==> src/rtl/pipe_hazard_ctrl.sv <==
// ---------------------------------------------------------------------------
// pipe_hazard_ctrl
//
// Central stall/flush controller for the 5-stage 64-bit pipeline. It decides,
// every cycle, which pipeline registers load, which load a bubble, and where
// the PC comes from. It also keeps saturating event counters and a sticky
// memory-timeout flag.
//
// Event priority: taken branch > memory wait > load-use (load-use only in RUN).
//
// Ports
//   clk, rst                 clock, asynchronous active-high reset
//   IDrs1, IDrs2, IDuses_rs2 source registers of the instruction in ID
//   IDEXMR, IDEXWN           MemRead / destination of the instruction in EX
//   MEMBranch, MEMzero       branch resolution in MEM
//   MEMMR, MEMMW, MEMbusy    data-memory access in MEM and its wait state
//   PCSrc, PCWrite           PC source select and PC update enable
//   *Write / *Flush          per pipeline-register load enable / bubble insert
//   stall_cnt, wait_cnt,     saturating event counters (load-use stall cycles,
//   flush_cnt                memory-wait cycles, taken branches)
//   mem_timeout              sticky: TIMEOUT consecutive memory-wait cycles
//   state                    current FSM state (RUN=0, WAIT=1, FLUSH=2)
// ---------------------------------------------------------------------------
module pipe_hazard_ctrl #(
   parameter int CNT_W   = 32,
   parameter int TIMEOUT = 16
) (
   input  logic             clk,
   input  logic             rst,
   input  logic [4:0]       IDrs1,
   input  logic [4:0]       IDrs2,
   input  logic             IDuses_rs2,
   input  logic             IDEXMR,
   input  logic [4:0]       IDEXWN,
   input  logic             MEMBranch,
   input  logic             MEMzero,
   input  logic             MEMMR,
   input  logic             MEMMW,
   input  logic             MEMbusy,
   output logic             PCSrc,
   output logic             PCWrite,
   output logic             IFIDWrite,
   output logic             IFIDFlush,
   output logic             IDEXWrite,
   output logic             IDEXFlush,
   output logic             EXMEMWrite,
   output logic             EXMEMFlush,
   output logic             MEMWBFlush,
   output logic [CNT_W-1:0] stall_cnt,
   output logic [CNT_W-1:0] wait_cnt,
   output logic [CNT_W-1:0] flush_cnt,
   output logic             mem_timeout,
   output logic [1:0]       state
);

   localparam logic [1:0] ST_RUN   = 2'd0;
   localparam logic [1:0] ST_WAIT  = 2'd1;
   localparam logic [1:0] ST_FLUSH = 2'd2;

   localparam int                RUN_W    = $clog2(TIMEOUT + 1);
   localparam logic [RUN_W-1:0]  RUN_MAX  = RUN_W'(TIMEOUT);
   localparam logic [RUN_W-1:0]  RUN_LAST = RUN_W'(TIMEOUT - 1);

   // Increment that holds at all-ones instead of wrapping.
   function automatic logic [CNT_W-1:0] sat_inc(input logic [CNT_W-1:0] v);
      return (&v) ? v : v + 1'b1;
   endfunction

   logic             taken;
   logic             memwait;
   logic             lduse;
   logic             wait_act;
   logic             lduse_act;
   logic [1:0]       next_state;
   logic [RUN_W-1:0] run_len;

   always_comb begin
      taken   = MEMBranch & MEMzero;
      memwait = MEMbusy & (MEMMR | MEMMW);
      // Register 31 is XZR: writing it never creates a dependency.
      lduse   = IDEXMR & (IDEXWN != 5'd31) &
                ((IDEXWN == IDrs1) | (IDuses_rs2 & (IDEXWN == IDrs2)));

      wait_act = memwait & ~taken;
      // Load-use only acts from RUN; in FLUSH the ID stage holds a bubble and
      // in WAIT the release cycle behaves as a plain default cycle.
      lduse_act = lduse & ~taken & ~memwait & (state == ST_RUN);

      PCSrc      = taken;
      PCWrite    = ~wait_act & ~lduse_act;
      IFIDWrite  = ~wait_act & ~lduse_act;
      IFIDFlush  = taken;
      IDEXWrite  = ~wait_act;
      IDEXFlush  = taken | lduse_act;
      EXMEMWrite = ~wait_act;
      EXMEMFlush = taken;
      MEMWBFlush = wait_act;

      if (taken)        next_state = ST_FLUSH;
      else if (memwait) next_state = ST_WAIT;
      else              next_state = ST_RUN;
   end

   always_ff @(posedge clk or posedge rst) begin
      if (rst) begin
         state       <= ST_RUN;
         stall_cnt   <= '0;
         wait_cnt    <= '0;
         flush_cnt   <= '0;
         run_len     <= '0;
         mem_timeout <= 1'b0;
      end else begin
         state <= next_state;
         if (lduse_act) stall_cnt <= sat_inc(stall_cnt);
         if (wait_act)  wait_cnt  <= sat_inc(wait_cnt);
         if (taken)     flush_cnt <= sat_inc(flush_cnt);

         // Watchdog: run length of consecutive memwait cycles, held at
         // TIMEOUT once reached; the flag sets on the cycle the run hits it.
         if (memwait) begin
            if (run_len != RUN_MAX) run_len <= run_len + 1'b1;
            if (run_len >= RUN_LAST) mem_timeout <= 1'b1;
         end else begin
            run_len <= '0;
         end
      end
   end

endmodule

==> config.mk <==
export PLATFORM = sky130hd
export DESIGN_NAME = pipe_hazard_ctrl
export DESIGN_NICKNAME = d
export VERILOG_FILES = /design/src/rtl/pipe_hazard_ctrl.sv
export SDC_FILE = /design/constraint.sdc
export NUM_CORES = 1
export LEC_CHECK = 0
export ABC_CLOCK_PERIOD_IN_PS = 5300
export CORE_UTILIZATION = 32
export CTS_CLUSTER_SIZE = 12
export DETAILED_ROUTE_END_ITERATION = 12
export SLEW_MARGIN = 5
export SYNTH_ARGS = -nofsm -noshare
export SYNTH_HDL_FRONTEND = slang
export SYNTH_SLANG_ARGS = --single-unit
export TNS_END_PERCENT = 30
==> constraint.sdc <==
create_clock -name clk -period 5.3 [get_ports clk]
set_input_delay 1.06 -clock clk [delete_from_list [all_inputs] [get_ports clk]]
set_output_delay 1.06 -clock clk [all_outputs]
set_load 0.02 [all_outputs]
==> results.sh, run 1 <==
export IMPL_cp_buffers_inverters=2
export IMPL_grt_max_degree=70
export IMPL_syn_cell_area_um2=5090
export IMPL_ys_types=45
export IMPL_numPortBuffers=131
export IMPL_cts_buffers=9
export IMPL_critPathMostFrequentCell="clkdlybuf4s50_1"
export IMPL_cts_hold_buf=0
export IMPL_stdcell_count=827
export IMPL_grt_pass1_wl_mm=19.5
export IMPL_slew_viol_final=0
export IMPL_hold_viol_final=0
export IMPL_die_height_um=128
export IMPL_async_reset_ff_share_pct=100
export IMPL_cp_max_fo=7
export IMPL_die_area_um2=16400
export IMPL_cts_max_level=3
export IMPL_ys_seq_elements=104
export IMPL_yosys_most_used_dff="dfrtp_1"
export IMPL_gr_usage_met3_pct=3.96
export IMPL_synth_edf_count=0
export IMPL_clock_skew_ns=0.00581
export IMPL_rows=45
export IMPL_yosysTopAreaCell="dfrtp_1"
export IMPL_regToRegStartpoint="stall_cnt[29]"
export IMPL_synth_net_count=508
export IMPL_crit_path_start="MEMMW"
export IMPL_grt_pass1_vias=3930
export IMPL_drtAntennaViolNets=0
export IMPL_maxCapViolCount=0
export IMPL_cts_tree="built"
export IMPL_synth_avg_cell_area_um2=10.6
export IMPL_worst_path_max_delay_cell="clkdlybuf4s50_1"
export IMPL_cp_arrival_ns=3.36
export IMPL_grt_busiest_layer="met2"
export IMPL_p_leak_nw=2.93
export IMPL_die_w_um=128
export IMPL_yosysSeqAreaShare_pct=51.1
export IMPL_drtIter0Drc=141
export IMPL_clk_latency_ns=0.35
export IMPL_start_util_pct=33.1
export IMPL_yosysWarnings=0
export IMPL_via_count=3998
export IMPL_ios=132
export IMPL_cts_sinks=104
export IMPL_cp_start_kind="primary input"
export IMPL_critPathCaptureType="output pin"
export IMPL_crit_family="buffers and inverters"
export IMPL_fin_setup_tns_ns=0
export IMPL_powerDensity_nw_per_um2=288
export IMPL_gp_congestion=0.783
export IMPL_fin_crit_ns=4.42
export IMPL_cts_repair_resized=0
export IMPL_area_growth_pct=36.4
export IMPL_core_um2=15400
export IMPL_root_buffer="clkbuf_16"
export IMPL_wl_per_cell_um=14.2
export IMPL_path_class="primary input to output pin"
export IMPL_holdCritStartpoint="mem_timeout"
export IMPL_ys_top_cells_by_count="dfrtp_1, xnor2_1, nand3_1"
export IMPL_irDropWorstVdd_mv=0.248
export IMPL_wl_mm=11.8
export IMPL_tightest_slew_ns=0.878
export IMPL_clockBufferDepth=2
export IMPL_slew_limit_headroom_pct=41.5
export IMPL_setup_viol=0
export IMPL_drt_first_pass_iters=4
export IMPL_overflow=0
export IMPL_finalWorstSetupSlack_ns=0.879
export IMPL_crit_required_ns=4.24
export IMPL_outcome="finished, final reports clean"
export IMPL_clk_pin_slew_worst_paths_ns=0.07
export IMPL_viasPerCell=4.83
export IMPL_max_freq_mhz=226
export IMPL_fin_crit_sh_pct=83.4
export IMPL_nets=641
export IMPL_met2_usage_pct=23.2
export IMPL_power_w=0.00200
export IMPL_drive_gt1_share_pct=6.66
export IMPL_cpPeakStageDelay_ns=0.59
export IMPL_antenna_found_initial=0
export IMPL_hp_class="flop to flop"
export IMPL_rsz0062_at_grt="false"
export IMPL_preCtsSetupSlack_ns=0.863
export IMPL_track_usage_pct=15.2
export IMPL_met1_usage_pct=20.4
export IMPL_synth_most_common_cell="dfrtp_1"
export IMPL_cp_cell_sequence="clkdlybuf4s50_1, o21ai_1, nand4_1, a31oi_1, and2_0, or2_2, clkdlybuf4s50_1"
export IMPL_drc_errors=0
export IMPL_synth_top_area_share_pct=51.1
export IMPL_synth_area_leaders="dfrtp_1, xnor2_1, nand3_1"
export IMPL_postCtsSetupRepairBufs=0
export IMPL_syn_inst=478
export IMPL_diodes=0
export IMPL_dp_cells=811
export IMPL_hpwl_mm=8.51
[cell families (layout without fill, tap and decap cells)]
kind of cell               Yosys count  after routing  synth area share, %
AOI/OAI and AO/OA                   14             14                 2.51
xor gates and xnor gates           105            105                 18.1
adders and majority gates            6              6                 1.48
buffers and inverters               24            162                 2.51
DFF                                104            104                 51.1
muxes                                2              2                0.443
and+or+nand+nor                    223            223                 23.9
[per-stage QoR]
stage                     util (%)  cell area [um2]  hold WS (ns)
after floorplan                  -             5090         0.540
after global placement        43.0             6600         0.459
after detailed placement      43.0             6600         0.472
after CTS                     45.1             6940         0.488
after global routing          45.1             6940         0.501
final                         45.1             6940         0.476
[power by group]
part / leakage [nW] / internal (W) / total [W] / switching, W
registers: 1.40 / 0.000845 / 0.000912 / 0.0000670
logic: 1.37 / 0.000161 / 0.000329 / 0.000168
clock network: 0.162 / 0.000460 / 0.000755 / 0.000294
[state kept, by name, indices dropped and copies added (netlist names)]
name	cells
flush_cnt	32
mem_timeout	1
run_len	5
stall_cnt	32
state	2
wait_cnt	32
[area by class of cell]
type / count / area [um2]
Sequential cell: 104 / 2600
Inverter: 13 / 51.3
Clock buffer: 10 / 229
Tap cell: 211 / 264
Timing Repair Buffer: 133 / 1330
Multi-Input combinational cell: 350 / 2360
Clock inverter: 6 / 108
Fill cell: 1454 / 8430
[layout by cell type, fill, tap and decap left out, types with 11 or more instances in the layout]
cell type | synthesis | layout
and3_1 | 21 | 21
clkdlybuf4s50_1 | 0 | 131
dfrtp_1 | 104 | 104
inv_1 | 13 | 12
nand2_1 | 37 | 37
nand3_1 | 51 | 51
nand4_1 | 27 | 27
nor2_1 | 33 | 33
nor3_1 | 11 | 11
xnor2_1 | 79 | 79
xor2_1 | 26 | 26
[routing by layer]
layer	part of all wire, %	vias up
li1	-	1911
met1	47	1960
met2	44	118
met3	6.9	9
met4	1.4	0
met5	0	-
[worst paths after layout]
kind	endpoint	slack (ns)	cells past startpoint
max	IDEXFlush	0.88	7
min	mem_timeout	0.48	1
max reg2reg	stall_cnt[1]	2.95	5
min reg2reg	mem_timeout	0.48	1
max in group asynchronous	flush_cnt[7]	3.03	3
min in group asynchronous	wait_cnt[25]	1.23	2
No activity file was read; power rests on OpenSTA's default activity.
==> run 2, diff against run 1 <==
--- a/config.mk
+++ b/config.mk
@@ -5,7 +5,7 @@
 export SDC_FILE = /design/constraint.sdc
 export NUM_CORES = 1
 export LEC_CHECK = 0
-export ABC_CLOCK_PERIOD_IN_PS = 5300
+export ABC_CLOCK_PERIOD_IN_PS = 4200
 export CORE_UTILIZATION = 32
 export CTS_CLUSTER_SIZE = 12
 export DETAILED_ROUTE_END_ITERATION = 12
==> constraint.sdc (replaced) <==
create_clock -name clk -period 4.2 [get_ports clk]
set_input_delay 0.84 -clock clk [delete_from_list [all_inputs] [get_ports clk]]
set_output_delay 0.84 -clock clk [all_outputs]
set_load 0.02 [all_outputs]
==> results.sh, run 2 (synthesis results as in run 1) <==
export IMPL_max_freq_mhz=265
export IMPL_cts_tree="built"
export IMPL_path_class="primary input to output pin"
export IMPL_drtIter0Drc=169
export IMPL_wl_mm=12.3
export IMPL_layout_common_cells="clkdlybuf4s50_1, dfrtp_1, xnor2_1, nand3_1, nand2_1"
export IMPL_cts_sinks=104
export IMPL_regToRegStartpoint="stall_cnt[24]"
export IMPL_endpoint="IDEXFlush"
export IMPL_p_leak_nw=2.96
export IMPL_top_regs="flush_cnt x32, stall_cnt x32, wait_cnt x32"
export IMPL_cp_max_fo=3
export IMPL_final_common_cell="clkdlybuf4s50_1"
export IMPL_slew_limit_headroom_pct=47.1
export IMPL_start_util_pct=33.1
export IMPL_crit_required_ns=3.36
export IMPL_die_area_um2=16400
export IMPL_numPortBuffers=131
export IMPL_area_growth_pct=37.1
export IMPL_ios=132
export IMPL_crit_path_start="IDEXWN[4]"
export IMPL_wl_per_cell_um=14.8
export IMPL_cp_start_kind="primary input"
export IMPL_drive_gt1_share_pct=7.12
export IMPL_drt_first_pass_iters=4
export IMPL_overflow=0
export IMPL_cp_cell_sequence="clkdlybuf4s50_1, xnor2_1, nand4_1, o22ai_1, and2_0, or2_2, clkdlybuf4s50_1"
export IMPL_seqCellArea_um2=2600
export IMPL_clk_pin_slew_worst_paths_ns=0.07
export IMPL_drc_errors=0
export IMPL_gp_congestion=0.795
export IMPL_cp_depth=7
export IMPL_fin_crit_ns=3.78
export IMPL_antenna_found_initial=0
export IMPL_critPathCaptureType="output pin"
export IMPL_crit_family="buffers and inverters"
export IMPL_irDropWorstVdd_mv=0.263
export IMPL_diodes=0
export IMPL_maxCapViolCount=0
export IMPL_clock_skew_ns=0.00512
export IMPL_hp_class="flop to flop"
export IMPL_rows=45
export IMPL_nets=644
export IMPL_core_um2=15400
export IMPL_critPathMostFrequentCell="clkdlybuf4s50_1"
export IMPL_multi_input_area_um2=2360
export IMPL_postCtsSetupRepairBufs=0
export IMPL_tightest_slew_ns=0.788
export IMPL_via_count=4002
export IMPL_outcome="finished, final reports clean"
export IMPL_hold_viol_final=0
export IMPL_fin_area_um2=6980
export IMPL_root_buffer="clkbuf_16"
export IMPL_grt_pass1_wl_mm=20.1
export IMPL_fin_crit_sh_pct=90.0
export IMPL_viasPerCell=4.83
export IMPL_fin_util_pct=45.4
export IMPL_place_area_um2=6640
export IMPL_cts_max_level=3
export IMPL_reg2regPathDepth=5
export IMPL_rsz0062_at_grt="false"
export IMPL_grt_pass1_vias=3969
export IMPL_fin_setup_tns_ns=0
export IMPL_cts_buffers=9
export IMPL_cp_arrival_ns=2.94
export IMPL_power_w=0.00252
export IMPL_cts_repair_resized=0
export IMPL_cp_buffers_inverters=2
export IMPL_setup_viol=0
export IMPL_die_height_um=128
export IMPL_cpPeakStageDelay_ns=0.61
export IMPL_powerDensity_nw_per_um2=362
export IMPL_num_fill_cells=1445
export IMPL_clockBufferDepth=2
export IMPL_hpwl_mm=8.81
export IMPL_worst_path_max_delay_cell="clkdlybuf4s50_1"
export IMPL_drtAntennaViolNets=0
export IMPL_track_usage_pct=15.5
export IMPL_rrSetupSlack_ns=1.77
export IMPL_grt_max_degree=57
export IMPL_r2r_end="stall_cnt[1]"
export IMPL_cts_hold_buf=0
export IMPL_die_w_um=128
export IMPL_slew_viol_final=0
export IMPL_clk_latency_ns=0.35
[run 2: worst min path at each step]
| stage | startpoint | endpoint | slack [ns] | depth (start not counted) |
|---|---|---|---|---|
| global placement | mem_timeout | mem_timeout | 0.46 | 1 |
| floorplan | run_len[3] | run_len[3] | 0.54 | 2 |
| detailed placement | mem_timeout | mem_timeout | 0.47 | 1 |
| finish | mem_timeout | mem_timeout | 0.47 | 1 |
| global route | mem_timeout | mem_timeout | 0.51 | 1 |
| CTS | mem_timeout | mem_timeout | 0.48 | 1 |
[run 2: stage by stage]
stage,hold slack (ns),worst slack [ns],std cells
finish,0.474,0.419,829
global route,0.506,0.273,829
CTS,0.482,0.388,829
detailed placement,0.466,0.408,814
global placement,0.458,0.437,814
floorplan,0.540,0.628,478
[run 2: routing by layer]
layer / GRT usage [%] / wire length, um / up-vias
li1: - / - / 1921
met1: 21.1 / 5960 / 1952
met2: 23.9 / 5350 / 119
met3: 3.67 / 803 / 10
met4: 5.81 / 176 / 0
met5: 0 / 0 / -
[run 2: cell type report]
cell class                      instances  area share, %
Sequential cell                       104           37.3
Multi-Input combinational cell        350           33.8
Timing Repair Buffer                  136           19.5
Clock buffer                           13           4.02
Tap cell                              211           3.78
Clock inverter                          2          0.861
Inverter                               13          0.735
[run 2: power breakdown]
group / leakage [nW] / internal (W) / total (W) / switching, W
registers: 1.40 / 0.00107 / 0.00115 / 0.0000890
logic: 1.39 / 0.000204 / 0.000412 / 0.000208
clock network: 0.168 / 0.000585 / 0.000957 / 0.000373
